<file path="config.mk">
export PLATFORM = sky130hd
export DESIGN_NAME = regfile_wb_arbiter
export DESIGN_NICKNAME = d
export VERILOG_FILES = /design/src/rtl/regfile_wb_arbiter_pkg.sv /design/src/rtl/regfile_wb_arbiter_rr_arbiter.sv /design/src/rtl/regfile_wb_arbiter.sv
export SDC_FILE = /design/constraint.sdc
export NUM_CORES = 1
export LEC_CHECK = 0
export CORE_MARGIN = 8
export CORE_UTILIZATION = 42
export DETAILED_ROUTE_END_ITERATION = 10
export GPL_TIMING_DRIVEN = 0
export PLACE_DENSITY = 0.82
export RECOVER_POWER = 50
export SYNTH_ARGS = -nofsm -noshare
export SYNTH_HDL_FRONTEND = slang
export SYNTH_SLANG_ARGS = --single-unit
</file>
<file path="constraint.sdc">
create_clock -name clk -period 4.5 [get_ports clk]
set_clock_uncertainty 0.1 [all_clocks]
set_input_delay 0.9 -clock clk [delete_from_list [all_inputs] [get_ports clk]]
set_output_delay 0.9 -clock clk [all_outputs]
set_load 0.005 [all_outputs]
</file>
<file path="src/rtl/regfile_wb_arbiter_pkg.sv">
// regfile_wb_arbiter_pkg: shared widths, requester indices and helpers for the write-back arbiter.
package regfile_wb_arbiter_pkg;
    localparam int REG_ADDR_W = 5;
    localparam int REG_DATA_W = 32;
    localparam int NUM_WB_REQ = 3;
    localparam int WB_ALU = 0;
    localparam int WB_MUL = 1;
    localparam int WB_LSU = 2;
    function automatic int ptr_w(input int n);
        return n > 1 ? $clog2(n) : 1;
    endfunction
endpackage

</file>
<file path="src/rtl/regfile_wb_arbiter_rr_arbiter.sv">
// rr_arbiter: round-robin grant over a request vector, pointer advances past each accepted winner.
module rr_arbiter
    import regfile_wb_arbiter_pkg::*;
#(
    parameter int NUM_REQ = NUM_WB_REQ,
    localparam int IW = ptr_w(NUM_REQ)
) (
    input  logic               clk,
    input  logic               reset,
    input  logic [NUM_REQ-1:0] req,
    input  logic               accept,
    output logic [NUM_REQ-1:0] grant,
    output logic [IW-1:0]      idx
);
    logic [IW-1:0] ptr;
    int sel;
    always_comb begin
        sel = 0;
        // descending scan so the requester closest to ptr is the last to overwrite sel
        for (int k = NUM_REQ - 1; k >= 0; k--) begin
            if (req[(int'(ptr) + k) % NUM_REQ]) sel = (int'(ptr) + k) % NUM_REQ;
        end
        idx = IW'(sel);
        grant = (|req && !reset) ? NUM_REQ'(1) << sel : '0;
    end
    always_ff @(posedge clk) begin
        if (reset) ptr <= '0;
        else if (accept) ptr <= (int'(idx) == NUM_REQ - 1) ? '0 : idx + 1'b1;
    end
endmodule

</file>
<file path="src/rtl/regfile_wb_arbiter.sv">
// regfile_wb_arbiter: shares the register-file write port among execute units and tracks pending writes.
module regfile_wb_arbiter
    import regfile_wb_arbiter_pkg::*;
#(
    parameter int NUM_REQ = NUM_WB_REQ,
    parameter int ADDR_W = REG_ADDR_W,
    parameter int DATA_W = REG_DATA_W
) (
    input  logic                      clk,
    input  logic                      reset,
    input  logic [NUM_REQ-1:0]        req_valid,
    output logic [NUM_REQ-1:0]        req_ready,
    input  logic [NUM_REQ*ADDR_W-1:0] req_addr,
    input  logic [NUM_REQ*DATA_W-1:0] req_data,
    output logic                      wr_en,
    output logic [ADDR_W-1:0]         wr_addr,
    output logic [DATA_W-1:0]         wr_data,
    input  logic                      issue_valid,
    input  logic [ADDR_W-1:0]         issue_addr,
    output logic [(1<<ADDR_W)-1:0]    busy
);
    localparam int NR = 1 << ADDR_W;
    localparam int IW = ptr_w(NUM_REQ);
    logic [IW-1:0] idx;
    logic hs;
    logic [ADDR_W-1:0] ga;
    logic [DATA_W-1:0] gd;
    logic [NR-1:0] set, clr;
    rr_arbiter #(.NUM_REQ(NUM_REQ)) u_arb (
        .clk(clk),
        .reset(reset),
        .req(req_valid),
        .accept(hs),
        .grant(req_ready),
        .idx(idx)
    );
    assign hs = |req_ready;
    always_comb begin
        ga = req_addr[int'(idx)*ADDR_W +: ADDR_W];
        gd = req_data[int'(idx)*DATA_W +: DATA_W];
        set = issue_valid ? NR'(1) << issue_addr : '0;
        clr = hs ? NR'(1) << ga : '0;
    end
    always_ff @(posedge clk) begin
        if (reset) begin
            wr_en <= 1'b0;
            wr_addr <= '0;
            wr_data <= '0;
            busy <= '0;
        end else begin
            wr_en <= hs;
            if (hs) begin
                wr_addr <= ga;
                wr_data <= gd;
            end
            // a new issue outranks a completing write to the same register
            busy <= (busy & ~clr) | set;
        end
    end
endmodule

</file>
# Yosys cells after proc, flatten, opt, wreduce, memory -nomap -nowiden
# Index checks and enable logic that the tools add are counted.
# Widths: inputs -> output; s select.
[word_totals]
wordCells = 44
reg_bits = 72
output_inout_bits = 73
[classes]
n_mux = 16
n_eq_ne = 1
magnitude_cmp = 3
addsub = 3
bitwise = 3
n_div = 3
reduce_logical = 4
shifts = 5
n_mul = 1
[op_table]
columns = ["cell", "n"]
rows = [
  ["$mux 32", 5],
  ["$lt 32x4->1 const B", 3],
  ["$shiftx 96x8->32", 1],
  ["$mod 32x3->32 const B", 2],
  ["$shl 1x5->32 const A", 2],
  ["$and 32x32->32", 1],
  ["$mod 3x3->32 const B", 1],
  ["$not 32->32", 1],
  ["$or 32x32->32", 1],
  ["$shl 1x32->3 const A", 1],
  ["$shiftx 15x6->5", 1],
  ["$bmux 1 s2", 3],
  ["$mux 1", 6],
  ["$reduce_or 3->1", 2],
  ["$mul 2x3->5 const B", 1],
  ["$add 2x1->3 const B", 1],
  ["$add 2x2->3 const B", 1],
  ["$mux 3", 1],
  ["$add 2x1->2 const B", 1],
  ["$eq 2x2->1 const B", 1],
  ["$mux 2", 1],
  ["$logic_and 1x1->1", 1],
  ["$logic_not 1->1", 1],
]

# Depth between registers and ports, before layout
# Gate-level depths: netlist of run 1.
[depth]
depth_word = 15
mapped_depth = 15

# Cells and area by module
# A second synthesis of run 1 with hierarchy kept.
[unflattened]
cells_unflattened = 505
area_unflattened_um2 = 4107.7
[modules_own_cells]
columns = ["mod", "cells_per_inst", "area_per_inst_um2", "n_inst"]
rows = [
  ["regfile_wb_arbiter", 446, 3647.2, 1],
  ["rr_arbiter", 59, 460.4, 1],
]

# Worst setup path before layout of run 1
# Ideal clock, no wire load.
[synth_timing]
path_type = "register to output"
startpoint = "register u_arb.ptr[1]"
endpoint = "output port req_ready[0]"
stages_incl_launch_ff = 15
setup_slack_ns = 0.778
required_ns = 3.500
arrival_time_ns = 2.722
path_cell_list = "dfxtp_1 > inv_1 > ha_1 > clkbuf_1 > nand3b_1 > ha_1 > nor2_1 > a41oi_1 > o22ai_1 > o311ai_4 > inv_2 > buf_2 > buf_6 > nand2_1 > inv_1"
[synth_between]
elab_chain_len = 10
word_cells_on_any_way = 19
classes_between = "add/sub (2); div (3); shift (1); mux (13)"
[synth_lines]
columns = ["item", "line", "text"]
rows = [
  ["start, declared", "regfile_wb_arbiter_rr_arbiter.sv:15", "logic [IW-1:0] ptr;"],
  ["start signal, assigned", "regfile_wb_arbiter_rr_arbiter.sv:28", "else if (accept) ptr <= (int'(idx) == NUM_REQ - 1) ? '0 : idx + 1'b1;"],
  ["$add 2x2->3", "regfile_wb_arbiter_rr_arbiter.sv:21", "if (req[(int'(ptr) + k) % NUM_REQ]) sel = (int'(ptr) + k) % NUM_REQ;"],
  ["$mod 32x3->32", "regfile_wb_arbiter_rr_arbiter.sv:21", ""],
  ["$bmux 1 s2", "regfile_wb_arbiter_rr_arbiter.sv:21", ""],
  ["$mux 1 (implied by the code) (2 in a row)", "regfile_wb_arbiter_rr_arbiter.sv:21", ""],
  ["$mux 32 (2 in a row)", "regfile_wb_arbiter_rr_arbiter.sv:21", ""],
  ["$mux 32 *", "regfile_wb_arbiter_rr_arbiter.sv:21", ""],
  ["$shl 1x32->3 *", "regfile_wb_arbiter_rr_arbiter.sv:24", "grant = (|req && !reset) ? NUM_REQ'(1) << sel : '0;"],
  ["$mux 3 *", "regfile_wb_arbiter_rr_arbiter.sv:24", ""],
  ["end, declared", "regfile_wb_arbiter.sv:12", "output logic [NUM_REQ-1:0] req_ready,"],
]
# Mark *: on every way between the ends. The rest lies on a longest branch, timed or not. The select of a mux whose other input is x is not followed.

# Final worst setup path of run 1
[layout_timing]
startpoint = "input port req_valid[1]"
endpoint = "output port req_ready[1]"
[layout_between]
elab_chain_len = 8
word_cells_on_any_way = 16
classes_between = "shift (1); mux (13); reduce/logical (2)"
[layout_lines]
columns = ["item", "line", "text"]
rows = [
  ["start, declared", "regfile_wb_arbiter.sv:11", "input logic [NUM_REQ-1:0] req_valid,"],
  ["$bmux 1 s2", "regfile_wb_arbiter_rr_arbiter.sv:21", ""],
  ["$mux 1 (implied by the code) (2 in a row)", "regfile_wb_arbiter_rr_arbiter.sv:21", ""],
  ["$mux 32 (3 in a row)", "regfile_wb_arbiter_rr_arbiter.sv:21", ""],
  ["$shl 1x32->3", "regfile_wb_arbiter_rr_arbiter.sv:24", ""],
  ["$mux 3 *", "regfile_wb_arbiter_rr_arbiter.sv:24", ""],
]
# Marks and branches as above.

==> impl_metrics.csv, run 1 <==
group,metric,value,unit
status,status,"complete, no violations",
detailed_routing,dr.pass1.iters,4,
sta,fmax,232,MHz
placement,portBuffers,192,
detailed_routing,final_antenna_net_count,0,
synthesis,async_flop_share,0,%
layout,nets,840,
synthesis,ys_seq_area_share,34.9,%
cts,clockBufferDepth,2,
power_and_ir_drop,p_comb_share,34.8,%
critical_path,path_cells,"clkdlybuf4s50_1 -> buf_6 -> nand2_1 -> o31ai_2 -> a22oi_1 -> o311ai_4 -> inv_2 -> clkbuf_2 -> nand2_1 -> inv_1 -> clkdlybuf4s50_1",
synthesis,synth_most_common_cell,"nor2_1",
critical_path,critPathMaxStageDelay,0.53,ns
synthesis,synth_area_per_cell,8.24,um2
global_route,grt_pass1_vias,4938,
synthesis,synth_commonest_cells,"nor2_1 (100), dfxtp_1 (72), nand2_1 (43), nor3_1 (43), a211oi_1 (38)",
power_and_ir_drop,pwr-share-seq,35.9,%
global_route,grt_pass1_wl,24000,um
synthesis,synth_area_leader_cell,"dfxtp_1",
layout,fillCellCount,778,
layout,drive_gt1_share,12.0,%
global_route,grt_max_degree,14,
sta,hold_ws,0.394,ns
floorplanning,core_area,0.00964,mm2
global_route,overflow,0,
global_route,met3_usage,7.56,%
sta,period_share,95.8,%
critical_path,worstPathMaxFanout,10,
power_and_ir_drop,pwr-share-clk,29.3,%
power_and_ir_drop,switchingPower,0.648,mW
critical_path,worstPathArrival,3.31,ns
worst_hold_path,worst_hold_path_type,"reg -> reg",
cts,cts_tree,"done",
floorplanning,die_width,115,um
floorplanning,row_count,36,
detailed_routing,wl,15500,um
cts,cts_sinks,72,
placement,placed_cell_area,0.00622,mm2
power_and_ir_drop,p_leak,2.51,nW
detailed_routing,dr_total_vias,4752,
flow_run,maxCapViolations,0,
floorplanning,dieArea,0.0133,mm2
power_and_ir_drop,switching_share,32.9,%
cts,hold_buffers,0,
cts,cts_inserted_buffers,9,
global_route,use_met2,41.9,%
synthesis,synth_top_area_share,34.9,%
cts,htreeDepth,3,
sta,setup_viol,0,
synthesis,synthTopCellsByArea,"dfxtp_1 (35%), nor2_1 (9.1%), a311oi_2 (8.4%), a211oi_1 (6.9%), a22oi_1 (6.0%)",
layout,syn_to_final_growth,59.9,%
power_and_ir_drop,p_total,1.97,mW
sta,hold_viol,0,
synthesis,synth-edff-count,0,
synthesis,synth.yosys.warnings,0,
placement,gp_congestion,0.868,
synthesis,syn_area,0.00413,mm2
layout,regArea,0.00145,mm2
sta,tightestPinTransition,0.713,ns
power_and_ir_drop,power.internal,1.32,mW
detailed_routing,drc_errors,0,
global_route,grt_util_met1,22.9,%
synthesis,synth_cell_types,46,
synthesis,ys_seq_elements,72,
cts,clk_latency,0.35,ns
sta,slew_violations,0,
global_route,grt_busiest_layer,"met2",
power_and_ir_drop,vdd_drop_max,206,uV
sta,maxSlewHeadroom,52.5,%
cts,clk_pin_slew,0.07,ns
layout,antenna_cells,0,
synthesis,synthCells,501,
placement,dp.final_hpwl,12400,um
floorplanning,die_y,115,um
detailed_routing,drt_iter0_markers,224,
cts,cts_root_buffer,"clkbuf_8",
global_route,grt_usage,22.8,%
detailed_routing,wl_per_cell,18.3,um
synthesis,syn_nets,632,
layout,final_area,0.00661,mm2
power_and_ir_drop,power.density,299,mW/mm2
critical_path,endpoint_kind,"primary output",
floorplanning,ioPinCount,195,
layout,multiInputGateArea,0.00252,mm2
critical_path,critPathRequiredTime,3.50,ns
floorplanning,initial_core_util,42.8,%
detailed_routing,via_per_inst,5.61,
critical_path,slowest_stage,"clkdlybuf4s50_1",
sta,post-route-min-period,4.31,ns
critical_path,critPathKind,"in -> out",
critical_path,cp-start-kind,"input pin",
global_route,antenna_found_initial,0,
synthesis,ys.flop_type,"dfxtp_1",
worst max-delay path: cells and delay by family:
kind / cells / cell delay, ns
compound gates: 3 / 0.68
buf+inv: 6 / 1.52
simple gates: 2 / 0.22
registers in the layout, indices dropped and copies added, names as in the netlist:
register / flops
u_arb.ptr: 2
wr_data: 32
busy: 32
wr_en: 1
wr_addr: 5
cell usage in the layout (no fill, tap or decap), types with 3 or more instances in the layout:
cell type        instances
a211oi_1                38
a21oi_1                  4
a22oi_1                 33
a311oi_1                 9
a311oi_2                23
buf_2                    4
buf_4                    8
buf_6                    5
clkbuf_1                25
clkbuf_4                 3
clkbuf_8                 9
clkdlybuf4s50_1        120
clkinvlp_4               3
dfxtp_1                 70
dlygate4sd3_1           70
ha_1                     6
ha_4                     3
inv_1                   12
nand2_1                 43
nand2b_1                10
nand3b_1                 3
nor2_1                  99
nor2b_1                  6
nor3_1                  43
nor4b_2                  4
o2111ai_1                6
o21ai_0                  6
o311a_1                  4
layer usage:
metal | wire length, um | up-vias | part of all wire (%)
met5 | 0 | - | 0
met4 | 375 | 0 | 2.4
met3 | 1340 | 27 | 8.6
met2 | 7980 | 210 | 51
met1 | 5810 | 2235 | 37
li1 | - | 2280 | -
power by group through the flow:
stage | Combinational [mW] | Sequential [mW] | Clock (mW)
CTS | 0.684 | 0.710 | 0.580
detailed placement | 0.668 | 0.724 | 0
global placement | 0.651 | 0.722 | 0
finish | 0.686 | 0.708 | 0.578
global route | 0.739 | 0.714 | 0.608
floorplan | 0.361 | 0.723 | 0
logic make-up (layout without fill, tap and decap cells):
group                      after synthesis  in the layout  share of synthesized area (%)
AOI/OAI and AO/OA                      139            139                           30.7
adders and majority gates                9              9                           2.73
buffers and inverters                   57            270                           6.00
and+or+nand+nor                        223            223                           25.4
DFF                                     72             72                           34.9
muxes                                    1              1                          0.242
worst paths after layout:
path / startpoint / endpoint / slack (ns) / cells past startpoint
hold / removal: wr_data[0] / wr_data[0] / 0.39 / 2
hold reg to reg: wr_data[0] / wr_data[0] / 0.39 / 2
setup reg to reg: u_arb.ptr[0] / busy[2] / 1.12 / 10
setup / recovery: req_valid[1] / req_ready[1] / 0.19 / 11
final cells by class:
class	instances	share of cell area [%]
Sequential cell	72	21.9
Multi-Input combinational cell	372	38.2
Timing Repair Buffer	198	29.9
Tap cell	133	2.52
Inverter	15	0.909
Clock buffer	10	1.93
Buffer	41	3.28
Clock inverter	6	1.40
per-stage QoR:
step                      setup slack (ns)  util (%)  TNS [ns]  instances
after floorplan                      0.778         -         0        501
after global placement              -0.391      64.5    -0.703        826
after detailed placement            -0.475      64.5    -0.898        826
after CTS                          -0.0133      67.4   -0.0133        844
after global routing              -0.00245      68.5  -0.00245        847
final                                0.187      68.5         0        847
what timing repair did:
action	CTS	global route
endpoints found under the setup margin	2	2
pin swaps	2	2
buffers inserted	3	3
resized for setup	17	19
hold endpoints to repair	0	0
No activity file was read; power rests on OpenSTA's default activity.
==> run 2, diff against run 1 <==
==> constraint.sdc (replaced) <==
create_clock -name clk -period 4.5 [get_ports clk]
set_clock_uncertainty 0.1 [all_clocks]
set_input_delay 1.35 -clock clk [delete_from_list [all_inputs] [get_ports clk]]
set_output_delay 1.35 -clock clk [all_outputs]
set_load 0.005 [all_outputs]
==> run 2 against run 1 <==
Net effect:
- final cell count is 2.5% higher
- sequential power about the same
- clock-buffer cell count decreased by 1
- total power fell by 1.0%
- combinational power grew 9.3%
- flip-flop and latch count stayed put
- setup slack worse by 0.12 ns
- fmax down 2.7%
- via count rose by 1.8%
- first-iteration DRC count shrank 13%
- largest cell class unchanged
- largest power group is now combinational logic
==> impl_metrics.csv, run 2 (same netlist as run 1, synthesis figures left out) <==
group,metric,value,unit
layout,fillCellCount,794,
layout,layout.cells.most_common,"clkdlybuf4s50_1",
status,status,"complete, no violations",
sta,maxSlewHeadroom,52.8,%
flow_run,maxCapViolations,0,
critical_path,rr_worst_depth,25,
detailed_routing,dr_total_vias,4839,
power_and_ir_drop,power.density,284,mW/mm2
global_route,grt_usage,23.7,%
detailed_routing,drt_iter0_markers,194,
detailed_routing,final_antenna_net_count,0,
cts,clk_latency,0.35,ns
placement,gp_congestion,0.872,
critical_path,worstPathMaxFanout,10,
global_route,grt_max_degree,20,
layout,nets,861,
floorplanning,die_y,115,um
cts,clk_pin_slew,0.09,ns
sta,setup_tns,0,ns
detailed_routing,dr.pass1.iters,4,
layout,reg_top3,"busy x32, wr_data x32, wr_addr x5",
floorplanning,initial_core_util,42.8,%
sta,slew_violations,0,
cts,cts_sinks,72,
critical_path,cp_num_buf_inv,6,
cts,clockBufferDepth,2,
critical_path,critPathKind,"in -> out",
global_route,overflow,0,
critical_path,cp.depth,11,
detailed_routing,wl,16300,um
global_route,grt_pass1_vias,5015,
worst_hold_path,whs_path_depth,2,
placement,place_ws,-1.30,ns
critical_path,path_cells,"clkbuf_16 -> and2_4 -> o31ai_4 -> a22oi_2 -> o311ai_4 -> inv_2 -> buf_6 -> clkbuf_16 -> nand2_2 -> inv_1 -> buf_2",
power_and_ir_drop,vdd_drop_max,167,uV
critical_path,cp-start-kind,"input pin",
critical_path,worstPathArrival,2.98,ns
cts,cts_tree,"done",
cts,cts_inserted_buffers,9,
layout,layout_common_cells,"clkdlybuf4s50_1 (117), nor2_1 (96), dfxtp_1 (70), dlygate4sd3_1 (70), nor3_1 (43)",
critical_path,critPathRequiredTime,3.05,ns
floorplanning,row_count,36,
cts,htreeDepth,3,
sta,setup_ws,0.0659,ns
cts,cts_root_buffer,"clkbuf_8",
floorplanning,core_area,0.00964,mm2
sta,post-route-min-period,4.43,ns
critical_path,path_delay_family,"buffers and inverters",
detailed_routing,drc_errors,0,
sta,period_share,98.5,%
sta,hold_ws,0.397,ns
critical_path,slowest_stage,"o311ai_4",
placement,dp.final_hpwl,12400,um
global_route,grt_pass1_wl,24800,um
floorplanning,dieArea,0.0133,mm2
layout,antenna_cells,0,
detailed_routing,wl_per_cell,18.8,um
detailed_routing,via_per_inst,5.57,
floorplanning,ioPinCount,195,
sta,setup_viol,0,
sta,tightestPinTransition,0.708,ns
layout,syn_to_final_growth,66.7,%
critical_path,crit_path_frequent_cell,"clkbuf_16",
layout,drive_gt1_share,18.4,%
critical_path,critPathMaxStageDelay,0.31,ns
global_route,antenna_found_initial,0,
sta,fmax,226,MHz
sta,hold_viol,0,
placement,portBuffers,192,
critical_path,endpoint_kind,"primary output",
power_and_ir_drop,p_leak,2.65,nW
floorplanning,die_width,115,um
worst_hold_path,worst_hold_path_type,"reg -> reg",
## run 2: per-layer routing
metal / wire, um / global-route usage [%] / share of wire (%)
met3: 1430 / 7.30 / 8.7
met2: 8500 / 44.5 / 52
met1: 6200 / 24.0 / 38
met4: 210 / 8.41 / 1.3
met5: 0 / 0 / 0
## run 2: area by class of cell
cell class / count / area, um2 / share of cell area, %
plain buffers: 41 / 284 / 4.13
clock buffers: 9 / 124 / 1.80
clock inverters: 7 / 63.8 / 0.927
inverters: 15 / 56.3 / 0.818
multi-input cells: 372 / 2620 / 38.1
flip-flops and latches: 72 / 1450 / 21.0
well taps: 133 / 166 / 2.42
repair buffers: 219 / 2120 / 30.8
## run 2: tightest hold or removal path, delay by kind of cell (launching register included)
kind               cells  cell delay [ns]
AOI/OAI and AO/OA      1             0.05
and+or+nand+nor        1             0.09
DFF                    1             0.32
## run 2: repair_timing
action,4_1_cts,5_1_grt
endpoints found under the setup margin,3,31
pin swaps,7,11
gates resized for setup,78,18
setup buffers,24,6
hold buffers,0,0
## run 2: report_power, final
| group | total (mW) | switching, mW | internal [mW] |
|---|---|---|---|
| Combinational | 0.750 | 0.384 | 0.366 |
| Sequential | 0.708 | 0.0258 | 0.682 |
| Clock | 0.494 | 0.282 | 0.212 |
## run 2: per-stage QoR
stage,area [um2],power [mW],instances,util (%)
finish,6880,1.95,868,71.4
global route,6880,2.04,868,71.4
CTS,6780,1.95,863,70.4
detailed placement,6220,1.39,826,64.5
global placement,6220,1.38,826,64.5
floorplan,4130,1.08,501,-
## run 2: final timing paths
kind | from | endpoint | slack [ns]
hold / removal | busy[4] | busy[4] | 0.40
hold reg to reg | busy[4] | busy[4] | 0.40
setup / recovery | req_valid[2] | req_ready[1] | 0.07
setup reg to reg | u_arb.ptr[0] | busy[14] | 0.25
==> RTL change, RTL diff (config.mk and constraints of run 1) <==
The package constant `REG_ADDR_W` goes from 5 to 4.
--- a/src/rtl/regfile_wb_arbiter_pkg.sv
+++ b/src/rtl/regfile_wb_arbiter_pkg.sv
@@ -1,6 +1,6 @@
 // regfile_wb_arbiter_pkg: shared widths, requester indices and helpers for the write-back arbiter.
 package regfile_wb_arbiter_pkg;
-    localparam int REG_ADDR_W = 5;
+    localparam int REG_ADDR_W = 4;
     localparam int REG_DATA_W = 32;
     localparam int NUM_WB_REQ = 3;
     localparam int WB_ALU = 0;
Ports: changed (resized busy, issue_addr, req_addr and wr_addr); port bits go from 195 to 174. The function was not compared with the original's and may differ.
==> RTL change against run 1 <==
Synthesized cell count down 25%; non-clock buffer count down 36; first-iteration DRC count up 12%; largest cell class is now non-clock buffers; synthesized area down 24%; total power down 18%; design area down 22%; count of clock-buffer cells in the layout down 4; fmax down 1.5%; sequential share of layout area down 0.46 points; wire length down 19%; sequential cell count down 17; setup slack worse by 64 ps.
==> RTL change: results (changes against run 1) <==
| Metric | Value |
|---|---|
| PortBufs | 172 (-10%) |
| Worst Max-Slew Pin Slew | 666.6 ps (-46.01 ps) |
| Reg2Reg Capture Point | wr_data[5] |
| DRT iter0 DRCs | 250 (+12%) |
| Wire length on met3 | 909 um (-32%) |
| Placer congestion estimate | 0.8612 (-0.77%) |
| Post-Syn Nets | 501 (-21%) |
| Post-synth top cells | nor2_1, dfxtp_1, nand2_1, a22oi_1, a311oi_1 |
| Routing usage on met3 | 6.685% (-0.88 points) |
| Internal power | 1037 uW (-22%) |
| Met2 Routed Length | 6314 um (-21%) |
| Non-clock buffers | 203 (-15%) |
| Sequential element share of the synthesized area | 35.05% (+0.15 points) |
| Overall routing resource usage | 22.84% (+0.072 points) |
| Crit path DAT | 3380 ps (+70 ps) |
| Top cell category | non-clock buffers |
| FILL cells | 603 (-22%) |
| CP startpoint | req_valid[0] |
| Comb power | 762 uW (+11%) |
| Clock network area share | 1.656% (-1.7 points) |
| Pre-CTS setup slack | -142.4 ps (+332.2 ps) |
| Sw power | 589.3 uW (-9.1%) |
| Non-clk buf share | 37.09% (+4.0 points) |
| Pwr per Cell Area | 316.6 mW/mm^2 (+6.0%) |
| Fin crit share | 97.27% (+1.4 points) |
| Slowest stage delay, CP | 510 ps (-20 ps) |
| Top Registers | wr_data (32), busy (16), wr_addr (4) |
| Outcome | finished clean |
| Sequential cell area | 0.001104 mm^2 (-24%) |
## RTL change: cell types whose count changed in the layout (fill, tap and decap cells not counted), sizes merged, moves of 15 or more
cell and change:
nor3 -22, clkbuf -19, dfxtp -17, dlygate4sd3 -17
nor2 -29, a211oi -15
## RTL change: logic make-up after synthesis
| family | after synthesis | share of synthesized area, % |
|---|---|---|
| multiplexers | 5 | 1.633 |
| AND/OR/NAND/NOR | 154 | 21.82 |
| flip-flops | 55 | 35.05 |
| AO/OA/AOI/OAI | 112 | 31.70 |
| adder cells (fa/ha/maj) | 9 | 3.584 |
| buffers and inverters | 39 | 6.212 |
## RTL change: worst min-delay path: stages, from the launching register on
cell	delay, ps
dfxtp_1	320
nor2_1	90
a311oi_1	50
## RTL change: timing repair
action	in CTS	in global routing
gates resized for setup	7	8
endpoints found under the hold margin	0	0
setup buffers	0	3
setup endpoints to repair	3	3
pin swaps	0	1
hold buffers	0	0
